$ cat config.mk
export PLATFORM = sky130hd
export DESIGN_NAME = laser_bank
export DESIGN_NICKNAME = d
export VERILOG_FILES = /design/src/rtl/laser_bank_pkg.sv /design/src/rtl/laser_bank_slot.sv /design/src/rtl/laser_bank.sv
export SDC_FILE = /design/constraint.sdc
export NUM_CORES = 1
export LEC_CHECK = 0
export CAP_MARGIN = 10
export CORE_UTILIZATION = 30
export CTS_CLUSTER_SIZE = 8
export DETAILED_ROUTE_END_ITERATION = 7
export PLACE_DENSITY_LB_ADDON = 0.15
export SLEW_MARGIN = 15
export SYNTH_ARGS = -nofsm -noshare
export SYNTH_HDL_FRONTEND = slang
export SYNTH_SLANG_ARGS = --single-unit
$ cat constraint.sdc
create_clock -name clk -period 3.6 [get_ports clk]
set_input_delay 0.72 -clock clk [delete_from_list [all_inputs] [get_ports clk]]
set_output_delay 0.72 -clock clk [all_outputs]
set_load 0.02 [all_outputs]
$ cat src/rtl/laser_bank_pkg.sv
// Shared screen/ship geometry and colour codes for the ship, alien and laser blocks.
package laser_bank_pkg;

  localparam int unsigned SCREEN_WIDTH  = 640;
  localparam int unsigned SCREEN_HEIGHT = 480;
  localparam int unsigned SHIP_WIDTH    = 60;
  localparam int unsigned SHIP_HEIGHT   = 30;
  localparam int unsigned V_OFFSET      = 10;

  localparam logic [2:0] BACKGROUND = 3'd0;
  localparam logic [2:0] LASER      = 3'd6;

  // Magnitude of a - b, taken through an 11-bit signed difference so there is no unsigned wrap.
  function automatic logic [10:0] absDiff(input logic [9:0] a, input logic [9:0] b);
    logic signed [10:0] d;
    d = $signed({1'b0, a}) - $signed({1'b0, b});
    return d[10] ? $unsigned(-d) : $unsigned(d);
  endfunction

endpackage

$ cat src/rtl/laser_bank_slot.sv
// One laser slot: holds active/x/y, applies hit, launch, upward motion and top exit.
module laser_slot
  import laser_bank_pkg::*;
#(
  parameter int unsigned STEP_MOTION = 2,
  parameter int unsigned RADIUS      = 4
) (
  input  logic       clk,
  input  logic       reset,
  input  logic       enable,
  input  logic       launch,
  input  logic       kill,
  input  logic [9:0] x0,
  input  logic [9:0] y0,
  input  logic [9:0] hPos,
  input  logic [9:0] vPos,
  output logic       active,
  output logic [9:0] x,
  output logic [9:0] y,
  output logic       inSquare
);

  localparam logic [9:0]  ExitLimit = 10'(STEP_MOTION + RADIUS);
  localparam logic [9:0]  Step      = 10'(STEP_MOTION);
  localparam logic [10:0] Radius    = 11'(RADIUS);

  logic       activeQ, activeD;
  logic [9:0] xQ, xD, yQ, yD;

  // Hit beats launch and motion; launch is only ever offered to a slot that is inactive.
  always_comb begin
    activeD = activeQ;
    xD      = xQ;
    yD      = yQ;
    if (kill && activeQ) begin
      activeD = 1'b0;
    end else if (launch) begin
      activeD = 1'b1;
      xD      = x0;
      yD      = y0;
    end else if (enable && activeQ) begin
      if (yQ < ExitLimit) begin
        activeD = 1'b0;
      end else begin
        yD = yQ - Step;
      end
    end
  end

  always_ff @(posedge clk or posedge reset) begin
    if (reset) begin
      activeQ <= 1'b0;
      xQ      <= '0;
      yQ      <= '0;
    end else begin
      activeQ <= activeD;
      xQ      <= xD;
      yQ      <= yD;
    end
  end

  assign active   = activeQ;
  assign x        = xQ;
  assign y        = yQ;
  assign inSquare = activeQ && (absDiff(hPos, xQ) < Radius) && (absDiff(vPos, yQ) < Radius);

endmodule

$ cat src/rtl/laser_bank.sv
// Multi-shot player laser bank: free-slot launch, shared cooldown, registered pixel layer.
module laser_bank
  import laser_bank_pkg::*;
#(
  parameter int unsigned NUM_LASERS  = 4,
  parameter int unsigned COOLDOWN    = 16,
  parameter int unsigned STEP_MOTION = 2,
  parameter int unsigned RADIUS      = 4
) (
  input  logic                       clk,
  input  logic                       reset,
  input  logic                       enable,
  input  logic                       fire,
  input  logic [NUM_LASERS-1:0]      killingAlien,
  input  logic [9:0]                 gunPosition,
  input  logic [9:0]                 hPos,
  input  logic [9:0]                 vPos,
  output logic [NUM_LASERS-1:0]      activeLasers,
  output logic [10*NUM_LASERS-1:0]   xLasers,
  output logic [10*NUM_LASERS-1:0]   yLasers,
  output logic [2:0]                 colorLaser,
  output logic                       fired
);

  localparam int unsigned CoolW = $clog2(COOLDOWN + 2);
  localparam logic [CoolW-1:0] CoolLoad = CoolW'(COOLDOWN);
  localparam logic [9:0]  Y0       = 10'(SCREEN_HEIGHT - V_OFFSET - SHIP_HEIGHT - RADIUS);
  localparam logic [10:0] HalfShip = 11'(SHIP_WIDTH / 2);
  localparam logic [10:0] XMax     = 11'(SCREEN_WIDTH - 1);

  logic [CoolW-1:0]      cooldownQ, cooldownD;
  logic                  firedQ;
  logic [2:0]            colorQ;
  logic [NUM_LASERS-1:0] launchVec, inSquare;
  logic                  canLaunch, found;
  logic [10:0]           xSum;
  logic [9:0]            x0;

  assign xSum = {1'b0, gunPosition} + HalfShip;
  assign x0   = (xSum > XMax) ? XMax[9:0] : xSum[9:0];

  assign canLaunch = enable && fire && (cooldownQ == '0) && !(&activeLasers);

  // Lowest-index inactive slot wins; uses pre-edge state so a same-edge free is not reused.
  always_comb begin
    launchVec = '0;
    found     = 1'b0;
    for (int i = 0; i < int'(NUM_LASERS); i++) begin
      if (!found && !activeLasers[i]) begin
        launchVec[i] = canLaunch;
        found        = 1'b1;
      end
    end
  end

  always_comb begin
    cooldownD = cooldownQ;
    if (canLaunch) begin
      cooldownD = CoolLoad;
    end else if (enable && (cooldownQ != '0)) begin
      cooldownD = cooldownQ - 1'b1;
    end
  end

  always_ff @(posedge clk or posedge reset) begin
    if (reset) begin
      cooldownQ <= '0;
      firedQ    <= 1'b0;
      colorQ    <= BACKGROUND;
    end else begin
      cooldownQ <= cooldownD;
      firedQ    <= canLaunch;
      colorQ    <= (|inSquare) ? LASER : BACKGROUND;
    end
  end

  for (genvar i = 0; i < NUM_LASERS; i++) begin : gSlot
    laser_slot #(
      .STEP_MOTION (STEP_MOTION),
      .RADIUS      (RADIUS)
    ) uSlot (
      .clk      (clk),
      .reset    (reset),
      .enable   (enable),
      .launch   (launchVec[i]),
      .kill     (killingAlien[i]),
      .x0       (x0),
      .y0       (Y0),
      .hPos     (hPos),
      .vPos     (vPos),
      .active   (activeLasers[i]),
      .x        (xLasers[10*i +: 10]),
      .y        (yLasers[10*i +: 10]),
      .inSquare (inSquare[i])
    );
  end

  assign fired      = firedQ;
  assign colorLaser = colorQ;

endmodule

==> results by stage <==
Outcome:
- The run finished with clean final reports.

Floorplan:
- The overall die area is 29600 um^2.
- The die span in x is 172 um.
- The starting density of the core is 0.309.
- The total number of placement rows is 61.
- The chip height is 172 um.
- After floorplanning, the core was sized to cover 28100 um^2.
- The count of pins on the block boundary is 126.

Clock network:
- The cell at the root of the clock tree is clkbuf_16.
- The clock transition at the registers of the reported paths is 0.08 ns.
- TritonCTS created 9 clock buffers.
- The CTS sink count is 87.
- The maximum clock insertion buffer count is 2.
- The hold-fix buffer count after cts is 0.
- The TritonCTS clock tree is done.
- The number of H-tree levels is 3.
- For the worst-skew pair, the clock arrives at the later sink with an insertion delay of 0.36 ns.

Finish:
- In the final layout, the share of cells above drive strength 1 is 0.186.
- The layout-stage area growth over the synthesis result is 39.5%.
- The final non-filler cell total is 1741.
- The number of inserted filler cells in the final layout is 2925.
- The count of antenna diodes in the layout is 0.
- For this run, the post-layout net count is 1486.

Drt:
- In the routed layout, each cell is associated on average with a via count of 5.01.
- The remaining antenna violation count is 0.
- After detailed routing, the average wire length per cell comes to 16.6 um.
- The final wirelength is 28900 um.
- The detailed router placed 8716 vias in this run.
- The number of DRC violations after detailed routing is 0.
- The count of routing violations after the opening detailed-route iteration is 533.
- The first TritonRoute pass finished after 5 iterations.

Power and ir drop:
- For this design the static power due to leakage is 5.31 nW.
- The post-layout total power is 0.00547 W.
- The power density normalized to cell area is 452 nW/um^2.
- The largest voltage drop on the vdd net is 0.288 mV.

Logic synthesis:
- The biggest area contributor in the post-synthesis netlist is dfrtp_1.
- By count the netlist is led by inv_1, nand2_1, dfrtp_1, nor2_1, ha_1.
- The sequential-to-total area share from yosys stat is 0.251.
- Counting distinct cell types in the post-synthesis netlist gives 75.
- The post-synthesis async set-or-reset flop share is 1.00.
- By area, the combinational part of the netlist is dominated by compound AO/OA/AOI/OAI gates.
- The cell count after synthesis came out at 1083.
- The compound-cell area share of the yosys netlist is 0.231.
- After synthesis, the share of cell area in mux cells is 0.0154.
- Yosys mapped a number of flops with a built-in enable equal to 0.
- Sorting the synthesized cells by area gives the leading types as dfrtp_1, ha_1, xnor2_1.
- The netlist area before placement is 8680 um^2.
- Of the total synthesized cell area, the portion taken by full adders, half adders and majority gates is 0.137.
- The share of the synthesized netlist area taken by xor and xnor gates is 0.0858.
- Of the post-synthesis cell area, the dominant cell type holds 0.251.
- Of the total synthesized cell area, the portion taken by AND, OR, NAND and NOR gates is 0.213.
- A synthesized cell averages 8.01 um^2.
- For this run, the leading register cell type out of synthesis is dfrtp_1.
- By instance count, the leading cell after synthesis is inv_1.
- The count of synthesis-stage warnings from yosys is 0.
- The register bit count reported by yosys is 87.

Setup path:
- The critical path is of the primary input to flip-flop type.
- In this design, the critical path's most frequently occurring cell is o2111ai_2.
- At the worst endpoint, the required time is 3.88 ns.
- The kind of cell with the highest combined delay along the critical path is compound AO/OA/AOI/OAI gates.
- The worst setup path is captured at a flip-flop.
- The critical path contains buffers and inverters numbering 2 combined.
- The signal on the critical path passes through clkdlybuf4s50_1, ha_1, a21o_1, a221oi_2, buf_4, a21oi_1, a311oi_1, mux2_2, a2111oi_4, o2111ai_2, o2111ai_2.
- The worst setup path is launched from a primary input.
- The data arrival time of the critical path is 3.75 ns.
- The cell with the biggest individual delay on the critical path is clkdlybuf4s50_1.
- The largest fanout of any net on the critical path is 3.
- The maximum single-stage delay on the critical path is 0.48 ns.

Place:
- Prior to clock tree synthesis, the placed netlist has a worst setup slack of -0.555 ns.
- Once detailed placement completed, the half-perimeter wirelength came to 23500 um.
- The routability congestion estimate is 0.855.
- Input and output buffers added on the ports amount to 120.
- The instance count after placement with tap cells included is 1720.

STA:
- The worst path in the final design needs a cycle of 3.47 ns, including I/O delays and setup.
- After layout, the worst setup slack is 0.132 ns.
- Headroom to the max-slew limit came out at 0.361.
- The slew at the pin with the worst max-slew slack is 0.958 ns.
- The number of max-slew violations in the final report was 0.
- The final-report hold violation count is 0.
- The final setup violation count is 0.
- The clock arrives with 0.0131 ns of skew.
- The achievable frequency is 288 MHz.
- The share of the cycle needed by the critical path after routing is 0.963.

Global routing:
- The global-route total usage across every layer is 0.199.
- The first global-routing pass estimated 45100 um of wire.
- The via count of the first global-routing pass came to 8341.
- The number of antenna violations at the first check in global routing is 0.
- For this run the aggregate overflow at the end of global routing stands at 0.
- The largest net degree at the start of global routing is 51.

Hold path:
- The worst hold path belongs to the class flip-flop to flip-flop.

Run:
- Across the run, the number of max-cap violations was 0.
-- state kept, by name, summed over array words and instances, names as in the netlist --
register / cells
gSlot.uSlot.x: 40
gSlot.uSlot.y: 36
fired: 1
cooldownQ: 5
colorLaser: 1
gSlot.uSlot.active: 4
-- stage by stage --
stage                     TNS [ns]  utilization  instance area [um^2]  hold WS [ns]
after global placement      -0.341        0.409                 11500         0.490
after global routing       -0.0219        0.431                 12100         0.537
after floorplan                  0            -                  8700         0.471
after detailed placement    -0.555        0.409                 11500         0.500
final                            0        0.431                 12100         0.515
after CTS                        0        0.422                 11800         0.519
-- cells in the final DEF, fill, tap and decap left out, drive strengths merged, types with 10 or more instances in the layout --
cell / n
a211oi: 17
a21o: 16
a21oi: 51
a31oi: 15
and3: 14
buf: 175
clkdlybuf4s50: 118
dfrtp: 87
ha: 82
inv: 109
mux2i: 10
nand2: 100
nand3: 41
nand4: 15
nor2: 83
nor2b: 16
nor3: 21
nor4: 15
o2111ai: 16
o211ai: 16
o21a: 10
o21ai: 77
o31ai: 10
or3: 15
xnor2: 61
xor2: 24
-- metal layers --
layer / global-route usage / wire length [um]
met1: 0.279 / 14400
met2: 0.320 / 13100
met3: 0.0261 / 1060
met4: 0.0477 / 368
met5: 0 / 0
-- power breakdown --
group	internal, W	total (W)	leakage, nW	switching [W]
sequential	0.00114	0.00130	1.03	0.000164
clock	0.000558	0.00107	0.151	0.000509
combinational	0.00148	0.00311	4.13	0.00162
-- worst paths after layout --
check,depth (start not counted),end,slack [ns],from
setup / recovery,11,colorLaser[1]$_DFF_PP0_,0.13,vPos[4]
hold / removal,1,cooldownQ[3]$_DFFE_PP0P_,0.51,cooldownQ[3]$_DFFE_PP0P_
setup reg to reg,11,colorLaser[1]$_DFF_PP0_,0.40,gSlot[3].uSlot.y[1]$_DFFE_PP0P_
hold reg to reg,1,cooldownQ[3]$_DFFE_PP0P_,0.51,cooldownQ[3]$_DFFE_PP0P_
max in group asynchronous,3,gSlot[3].uSlot.y[3]$_DFFE_PP0P_,2.17,reset
min in group asynchronous,2,gSlot[0].uSlot.y[9]$_DFFE_PP0P_,0.74,reset
-- worst reg2reg max path: stages, from the launching register on --
cell and delay (ns):
dfrtp_1 0.41, inv_1 0.12, fa_1 0.46, a21o_1 0.19
a221oi_2 0.24, buf_4 0.15, a21oi_1 0.08, a311oi_1 0.29
mux2_2 0.40, a2111oi_4 0.36, o2111ai_2 0.19, o2111ai_2 0.22
-- layout make-up --
| cell class | count | area, um^2 | area share |
|---|---|---|---|
| multi-input cells | 861 | 6200 | 0.512 |
| well taps | 378 | 473 | 0.0391 |
| flip-flops and latches | 87 | 2180 | 0.180 |
| clock inverters | 7 | 86.3 | 0.00713 |
| repair buffers | 295 | 2550 | 0.211 |
| clock buffers | 9 | 225 | 0.0186 |
| inverters | 104 | 393 | 0.0325 |
-- kinds of logic (layout without fill, tap and decap cells) --
kind of cell,count (synthesis),in the layout
AND/OR/NAND/NOR,371,371
flip-flops,87,87
buffers and inverters,142,415
XOR/XNOR,85,85
other,2,9
AO/OA/AOI/OAI,293,293
adder cells (fa/ha/maj),90,90
multiplexers,13,13
-- timing repair --
item	4_1_cts	5_1_grt
pin swaps	1	21
setup endpoints to repair	1	1
resized for setup	7	45
setup buffers	0	5
No activity file was read; power rests on OpenSTA's default activity.
